===== config.mk =====
export PLATFORM = sky130hd
export DESIGN_NAME = hex_display_scanner
export DESIGN_NICKNAME = d
export VERILOG_FILES = /design/src/rtl/display_pkg.sv /design/src/rtl/hex_display_scanner.sv
export SDC_FILE = /design/constraint.sdc
export NUM_CORES = 1
export LEC_CHECK = 0
export ABC_AREA = 1
export BUFFER_PORTS_ARGS = -buffer_cell sky130_fd_sc_hd__buf_2
export CORE_MARGIN = 2
export CORE_UTILIZATION = 56
export CTS_BUF_LIST = sky130_fd_sc_hd__clkbuf_8
export DETAILED_ROUTE_END_ITERATION = 6
export PLACE_DENSITY = 0.81
export SYNTH_ARGS = -nofsm -noshare
export SYNTH_HDL_FRONTEND = slang
export SYNTH_SLANG_ARGS = --single-unit

===== constraint.sdc =====
create_clock -name clk -period 3.1 [get_ports clk]
set_input_delay 0.465 -clock clk [delete_from_list [all_inputs] [get_ports clk]]
set_output_delay 0.465 -clock clk [all_outputs]
set_load 0.01 [all_outputs]

===== src/rtl/display_pkg.sv =====
// Shared types, default timing constants and the leading-zero helper for the
// seven-segment scan path.
package display_pkg;

  // Scan phase: all digits dark (guard) or one digit lit (show).
  typedef enum logic [0:0] {
    S_GUARD = 1'b0,
    S_SHOW  = 1'b1
  } scan_state_e;

  localparam int DEF_REFRESH_DIV  = 50000;
  localparam int DEF_GUARD_CYCLES = 16;
  localparam int MAX_DIGITS       = 8;

  // Bit i is set when digit i is a leading zero that may be blanked: i > 0,
  // i < n, and every nibble from i up to n-1 is zero. Digit 0 is never set.
  function automatic logic [MAX_DIGITS-1:0] lz_mask(
    input logic [4*MAX_DIGITS-1:0] value,
    input int                      n
  );
    logic [MAX_DIGITS-1:0] mask;
    logic                  zero_run;
    mask     = {MAX_DIGITS{1'b0}};
    zero_run = 1'b1;
    for (int i = MAX_DIGITS - 1; i > 0; i--) begin
      if (i < n) begin
        zero_run = zero_run & (value[4*i +: 4] == 4'h0);
        mask[i]  = zero_run;
      end else begin
        mask[i] = 1'b0;
      end
    end
    mask[0] = 1'b0;
    return mask;
  endfunction

endpackage


===== src/rtl/hex_display_scanner.sv =====
// Time-multiplexed scanner for a multi-digit seven-segment display. A shadow
// register takes loads at any time; the displayed (active) value only changes
// at the frame boundary so a digit sweep never mixes two values.
module hex_display_scanner
  import display_pkg::*;
#(
  parameter int NUM_DIGITS   = 4,
  parameter int REFRESH_DIV  = DEF_REFRESH_DIV,
  parameter int GUARD_CYCLES = DEF_GUARD_CYCLES
) (
  input  logic                    clk,
  input  logic                    rst_n,
  input  logic [4*NUM_DIGITS-1:0] value_in,
  input  logic                    load,
  input  logic                    blank_lz,
  output logic [3:0]              nibble_out,
  output logic [NUM_DIGITS-1:0]   digit_en_n,
  output logic                    frame_done
);

  localparam int LEN_MAX = (REFRESH_DIV > GUARD_CYCLES) ? REFRESH_DIV : GUARD_CYCLES;
  localparam int PW      = (LEN_MAX > 1) ? $clog2(LEN_MAX) : 1;
  localparam int DW      = (NUM_DIGITS > 1) ? $clog2(NUM_DIGITS) : 1;

  localparam logic [PW-1:0] SHOW_LAST  = PW'(REFRESH_DIV - 1);
  localparam logic [PW-1:0] GUARD_LAST = PW'(GUARD_CYCLES - 1);
  localparam logic [DW-1:0] DIGIT_LAST = DW'(NUM_DIGITS - 1);

  scan_state_e             state_r;
  logic [DW-1:0]           digit_r;
  logic [PW-1:0]           presc_r;
  logic [4*NUM_DIGITS-1:0] shadow_r;
  logic [4*NUM_DIGITS-1:0] active_r;
  logic                    pending_r;

  scan_state_e             state_next_s;
  logic [DW-1:0]           digit_next_s;
  logic [PW-1:0]           presc_next_s;
  logic                    commit_s;
  logic [4*NUM_DIGITS-1:0] active_next_s;
  logic [4*NUM_DIGITS-1:0] shadow_next_s;
  logic                    pending_next_s;
  logic [4*MAX_DIGITS-1:0] active_pad_s;
  logic [MAX_DIGITS-1:0]   lz_full_s;
  logic [2:0]              digit_ext_s;
  logic                    suppress_s;
  logic [3:0]              nibble_next_s;
  logic [NUM_DIGITS-1:0]   en_next_s;
  logic                    frame_done_next_s;

  // Scan sequencing: guard/show phase, prescaler and digit walk.
  always_comb begin
    state_next_s = state_r;
    digit_next_s = digit_r;
    presc_next_s = presc_r + PW'(1);
    commit_s     = 1'b0;
    case (state_r)
      S_GUARD: begin
        if (presc_r == GUARD_LAST) begin
          state_next_s = S_SHOW;
          presc_next_s = {PW{1'b0}};
        end else begin
          state_next_s = S_GUARD;
        end
      end
      S_SHOW: begin
        if (presc_r == SHOW_LAST) begin
          state_next_s = S_GUARD;
          presc_next_s = {PW{1'b0}};
          if (digit_r == DIGIT_LAST) begin
            digit_next_s = {DW{1'b0}};
            commit_s     = 1'b1;
          end else begin
            digit_next_s = digit_r + DW'(1);
          end
        end else begin
          state_next_s = S_SHOW;
        end
      end
      default: begin
        state_next_s = S_GUARD;
        digit_next_s = {DW{1'b0}};
        presc_next_s = {PW{1'b0}};
      end
    endcase
  end

  // Value latching: the commit reads the shadow before any same-cycle load
  // overwrites it, so a colliding load stays pending for the next frame.
  always_comb begin
    active_next_s  = active_r;
    shadow_next_s  = shadow_r;
    pending_next_s = pending_r;
    if (commit_s && pending_r) begin
      active_next_s = shadow_r;
    end else begin
      active_next_s = active_r;
    end
    if (load) begin
      shadow_next_s  = value_in;
      pending_next_s = 1'b1;
    end else if (commit_s) begin
      pending_next_s = 1'b0;
    end else begin
      pending_next_s = pending_r;
    end
  end

  // Output decode for the coming cycle: nibble of the next digit, its enable
  // unless blanked as a leading zero, and the end-of-frame pulse.
  always_comb begin
    active_pad_s                   = {(4*MAX_DIGITS){1'b0}};
    active_pad_s[4*NUM_DIGITS-1:0] = active_next_s;
    lz_full_s                      = lz_mask(active_pad_s, NUM_DIGITS);
    digit_ext_s                    = 3'b000;
    digit_ext_s[DW-1:0]            = digit_next_s;
    suppress_s                     = blank_lz & lz_full_s[digit_ext_s];
    nibble_next_s                  = 4'h0;
    en_next_s                      = {NUM_DIGITS{1'b1}};
    for (int i = 0; i < NUM_DIGITS; i++) begin
      if (digit_next_s == DW'(i)) begin
        nibble_next_s = active_next_s[4*i +: 4];
        if ((state_next_s == S_SHOW) && !suppress_s) begin
          en_next_s[i] = 1'b0;
        end else begin
          en_next_s[i] = 1'b1;
        end
      end else begin
        en_next_s[i] = 1'b1;
      end
    end
    if ((state_next_s == S_SHOW) && (digit_next_s == DIGIT_LAST) &&
        (presc_next_s == SHOW_LAST)) begin
      frame_done_next_s = 1'b1;
    end else begin
      frame_done_next_s = 1'b0;
    end
  end

  // State, value registers and registered outputs with synchronous reset.
  always_ff @(posedge clk) begin
    if (!rst_n) begin
      state_r    <= S_GUARD;
      digit_r    <= {DW{1'b0}};
      presc_r    <= {PW{1'b0}};
      shadow_r   <= {(4*NUM_DIGITS){1'b0}};
      active_r   <= {(4*NUM_DIGITS){1'b0}};
      pending_r  <= 1'b0;
      nibble_out <= 4'h0;
      digit_en_n <= {NUM_DIGITS{1'b1}};
      frame_done <= 1'b0;
    end else begin
      state_r    <= state_next_s;
      digit_r    <= digit_next_s;
      presc_r    <= presc_next_s;
      shadow_r   <= shadow_next_s;
      active_r   <= active_next_s;
      pending_r  <= pending_next_s;
      nibble_out <= nibble_next_s;
      digit_en_n <= en_next_s;
      frame_done <= frame_done_next_s;
    end
  end

endmodule


==> impl_metrics.xml <==
<?xml version="1.0" encoding="UTF-8"?>
<metrics>
  <group name="place">
    <metric name="post-dp-hpwl" unit="mm">4.247</metric>
    <metric name="io_buffers" unit="">28</metric>
    <metric name="gp_routability_congestion" unit="">0.8833</metric>
  </group>
  <group name="global_route">
    <metric name="first_global_vias" unit="">2261</metric>
    <metric name="global_route.usage.total" unit="%">23.43</metric>
    <metric name="antenna_found_initial" unit="">0</metric>
    <metric name="grt_max_degree" unit="">31</metric>
    <metric name="globalRoute.totalOverflow" unit="">0</metric>
    <metric name="grt_pass1_wl" unit="mm">9.894</metric>
  </group>
  <group name="clock_tree">
    <metric name="cts_hold_buf" unit="">0</metric>
    <metric name="clock_tree_from_tritoncts" unit="">done</metric>
    <metric name="clk_latency" unit="ns">0.34</metric>
    <metric name="cts-root-to-sink-buffers" unit="">2</metric>
    <metric name="cts_buf_count" unit="">9</metric>
    <metric name="cts_setup_buffers" unit="">0</metric>
    <metric name="ctsResizeCount" unit="">0</metric>
    <metric name="ctsRootBufferMaster" unit="">clkbuf_8</metric>
    <metric name="cts.sinks" unit="">61</metric>
    <metric name="path_clk_slew" unit="ns">0.07</metric>
    <metric name="htree_levels" unit="">3</metric>
  </group>
  <group name="detailed_routing">
    <metric name="antenna_left" unit="">0</metric>
    <metric name="highest_layer" unit="">met4</metric>
    <metric name="routedLengthMet1" unit="mm">2.847</metric>
    <metric name="met3_layer_wire_length_in_the_routed_design" unit="um">276</metric>
    <metric name="drcViolationCount" unit="">0</metric>
    <metric name="detailroute.via_count" unit="">2400</metric>
    <metric name="route.detailed.wl_per_inst" unit="um">12.42</metric>
    <metric name="avgViaCountPerCell" unit="">5.063</metric>
    <metric name="drt_iter0_markers" unit="">173</metric>
    <metric name="drt_pass1_iterations" unit="">4</metric>
    <metric name="detailroute.wirelength.met2" unit="mm">2.653</metric>
    <metric name="routed_wirelength" unit="mm">5.888</metric>
  </group>
  <group name="power_and_ir_drop">
    <metric name="powerDensity" unit="mW/mm2">475.4</metric>
    <metric name="clkPwrFrac" unit="%">41.5</metric>
    <metric name="p_leak" unit="uW">0.001367</metric>
    <metric name="power.share.combinational" unit="%">4.0</metric>
    <metric name="ir_drop" unit="V">0.0003949</metric>
    <metric name="sw_share" unit="%">24.33</metric>
    <metric name="sequential_share_of_power" unit="%">54.5</metric>
    <metric name="switchingPower" unit="uW">364.0</metric>
    <metric name="cellInternalPower" unit="uW">1132</metric>
  </group>
  <group name="setup_path">
    <metric name="critical_path_peak_fanout" unit="">11</metric>
    <metric name="reg2reg_from" unit="">presc_r[0]</metric>
    <metric name="path_cells" unit="">ha_1 &gt; nand2_2 &gt; nor2_4 &gt; nand3_4 &gt; nor2_8 &gt; nand3_1 &gt; nand2_2 &gt; inv_1 &gt; nand2_1 &gt; o21ai_1 &gt; o21a_1</metric>
    <metric name="setup.worst_path.end_class" unit="">flop</metric>
    <metric name="worst_path_largest_cell_delay" unit="ns">0.38</metric>
    <metric name="rr_worst_depth" unit="">11</metric>
    <metric name="critPathTopFamily" unit="">simple AND/OR/NAND/NOR gates</metric>
    <metric name="worst_ep_required_time" unit="ns">3.34</metric>
    <metric name="path_class" unit="">flop to flop</metric>
    <metric name="crit_path_start" unit="">presc_r[0]</metric>
    <metric name="crit_arrival" unit="ns">2.40</metric>
    <metric name="setup.worst_path.start_class" unit="">flop</metric>
    <metric name="crit-reg2reg-capture" unit="">nibble_out[1]</metric>
    <metric name="critPathSlowestCell" unit="">dfxtp_1</metric>
    <metric name="critical-path-top-cell-by-count" unit="">nand2_2</metric>
    <metric name="worst_setup_ep" unit="">nibble_out[1]</metric>
    <metric name="regToRegSetupSlack" unit="ns">0.94</metric>
    <metric name="cp.depth" unit="">11</metric>
    <metric name="worstPathBufferInverterCount" unit="">1</metric>
  </group>
  <group name="sta">
    <metric name="skew" unit="ns">0.01206</metric>
    <metric name="slew-limit-headroom" unit="%">36.74</metric>
    <metric name="final.min_clock_period" unit="ns">2.161</metric>
    <metric name="layout_worst_path_cycle_share" unit="%">69.70</metric>
    <metric name="finalSetupTns" unit="ns">0</metric>
    <metric name="timing.final.max_slew_violations" unit="">0</metric>
    <metric name="worst-slew-pin-transition" unit="ns">0.9478</metric>
    <metric name="final_hold_slack" unit="ns">0.3449</metric>
    <metric name="fin_hold_viols" unit="">0</metric>
    <metric name="grt_setup_unrepaired" unit="">no</metric>
    <metric name="setup_violation_total_in_the_final_timing_report" unit="">0</metric>
    <metric name="max_clock_freq" unit="GHz">0.4628</metric>
  </group>
  <group name="yosys">
    <metric name="synthesis.nets" unit="">399</metric>
    <metric name="syn_area" unit="mm2">0.002828</metric>
    <metric name="yosysSeqAreaShare" unit="%">43.19</metric>
    <metric name="yosys_warnings" unit="">0</metric>
    <metric name="synth.avg_cell_area" unit="um2">7.501</metric>
    <metric name="yosys_register_bits" unit="">61</metric>
    <metric name="syn-instance-count" unit="">377</metric>
    <metric name="synth_cell_type_count" unit="">31</metric>
  </group>
  <group name="floorplan">
    <metric name="chipWidth" unit="um">75.06</metric>
    <metric name="top_level_ports" unit="">29</metric>
    <metric name="die_area" unit="mm2">0.005634</metric>
    <metric name="core.rowCount" unit="">25</metric>
    <metric name="floorplan.initialDensity" unit="%">59.08</metric>
    <metric name="dieHeight" unit="um">75.06</metric>
    <metric name="core-area" unit="mm2">0.004786</metric>
  </group>
  <group name="cells_and_area">
    <metric name="antenna_cells_inserted" unit="">0</metric>
    <metric name="layout-drive-gt1-share" unit="%">17.94</metric>
    <metric name="utilization" unit="%">65.75</metric>
    <metric name="layout_commonest_cell" unit="">nor2_1</metric>
    <metric name="mostFrequentLayoutCells" unit="">nor2_1, nand2_1, dfxtp_1</metric>
    <metric name="fin_nets" unit="">424</metric>
    <metric name="area_growth" unit="%">11.28</metric>
  </group>
  <group name="hold_path">
    <metric name="hold_class" unit="">input pin to flop</metric>
    <metric name="hold-path-cell-count" unit="">3</metric>
  </group>
  <group name="flow_run">
    <metric name="drv_cap" unit="">0</metric>
  </group>
  <group name="status">
    <metric name="outcome" unit="">finished, final reports clean</metric>
  </group>
</metrics>
-- stage by stage --
step | total power (uW) | instance area, um2 | setup slack [ns] | cells
global route | 1552 | 3147 | 0.7176 | 474
finish | 1496 | 3147 | 0.9393 | 474
global placement | 889.7 | 2970 | 0.9923 | 458
floorplan | 868.4 | 2828 | 1.343 | 377
detailed placement | 892.4 | 2970 | 0.9499 | 458
CTS | 1505 | 3147 | 0.9341 | 474
-- state kept, by name, summed over array words and instances (netlist names), 2 cells and up --
| name | count |
|---|---|
| presc_r | 16 |
| nibble_out | 4 |
| active_r | 16 |
| digit_r | 2 |
| shadow_r | 16 |
| digit_en_n | 4 |
-- power by group through the flow --
stage | logic [uW] | clock network [uW] | registers (uW)
6_report | 60.0 | 621 | 815
5_1_grt | 69.4 | 666 | 816
2_1_floorplan | 41.8 | 0 | 827
4_1_cts | 60.7 | 630 | 814
3_5_place_dp | 60.3 | 0 | 832
3_3_place_gp | 58.7 | 0 | 831
-- per-layer routing --
| layer | track usage, % | vias to the layer above |
|---|---|---|
| li1 | - | 1262 |
| met1 | 31.31 | 1072 |
| met2 | 36.35 | 53 |
| met3 | 4.418 | 13 |
| met4 | 11.51 | 0 |
| met5 | 0 | - |
-- cell usage after synthesis --
| cell | n | area, um2 |
|---|---|---|
| nor2_1 | 69 | 259.0 |
| nand2_1 | 63 | 236.5 |
| dfxtp_1 | 61 | 1221 |
| inv_1 | 39 | 146.4 |
| o21ai_0 | 21 | 105.1 |
| nand3_1 | 20 | 100.1 |
| a21oi_1 | 16 | 80.08 |
| nand4_1 | 11 | 68.82 |
| o21ai_1 | 9 | 45.04 |
| xor2_1 | 9 | 78.83 |
| clkbuf_1 | 8 | 30.03 |
| nand2_2 | 6 | 37.54 |
| nor2_4 | 5 | 56.30 |
| nor3_1 | 5 | 25.02 |
| nor2_2 | 4 | 25.02 |
| a31oi_1 | 3 | 18.77 |
| buf_6 | 3 | 33.78 |
| o21ai_2 | 3 | 26.28 |
| buf_2 | 2 | 10.01 |
| ha_1 | 2 | 25.02 |
| inv_2 | 2 | 7.510 |
| nand2_4 | 2 | 22.52 |
| nand3_2 | 2 | 20.02 |
| nand3_4 | 2 | 35.03 |
| nand3b_1 | 2 | 15.01 |
| nor2_8 | 2 | 40.04 |
| o21a_1 | 2 | 15.01 |
| a22oi_1 | 1 | 7.510 |
| buf_4 | 1 | 7.510 |
| nand4_4 | 1 | 21.27 |
| nor3b_1 | 1 | 7.510 |
-- worst min-delay path by stage --
stage                   end    startpoint  slack [ns]
6_report       shadow_r[14]  value_in[14]        0.34
5_1_grt        shadow_r[13]  value_in[13]        0.36
4_1_cts        shadow_r[14]  value_in[14]        0.33
3_5_place_dp    shadow_r[0]   shadow_r[0]        0.45
3_3_place_gp     presc_r[0]    presc_r[0]        0.45
2_1_floorplan   shadow_r[9]   shadow_r[9]        0.43
-- kinds of logic after synthesis --
| family | Yosys count | share of synthesized area [%] |
|---|---|---|
| flops | 61 | 43.19 |
| fa+ha+maj | 2 | 0.8848 |
| buf+inv | 55 | 8.319 |
| simple gates | 195 | 34.29 |
| xor+xnor | 9 | 2.788 |
| compound gates | 55 | 10.53 |
-- final cells by class --
| class | count | area (um2) |
|---|---|---|
| flip-flops and latches | 61 | 1221 |
| clock buffers | 10 | 137.6 |
| multi-input cells | 261 | 1371 |
| well taps | 67 | 83.83 |
| clock inverters | 6 | 38.79 |
| repair buffers | 28 | 140.1 |
| fillers | 436 | 1639 |
| inverters | 41 | 153.9 |
-- worst register-to-register path, stage by stage (launching register included) --
cell     delay (ns)
dfxtp_1        0.38
ha_1           0.24
nand2_2        0.08
nor2_4         0.14
nand3_4        0.11
nor2_8         0.18
nand3_1        0.11
nand2_2        0.28
inv_1          0.19
nand2_1        0.12
o21ai_1        0.06
o21a_1         0.17
No activity file was read; power rests on OpenSTA's default activity.
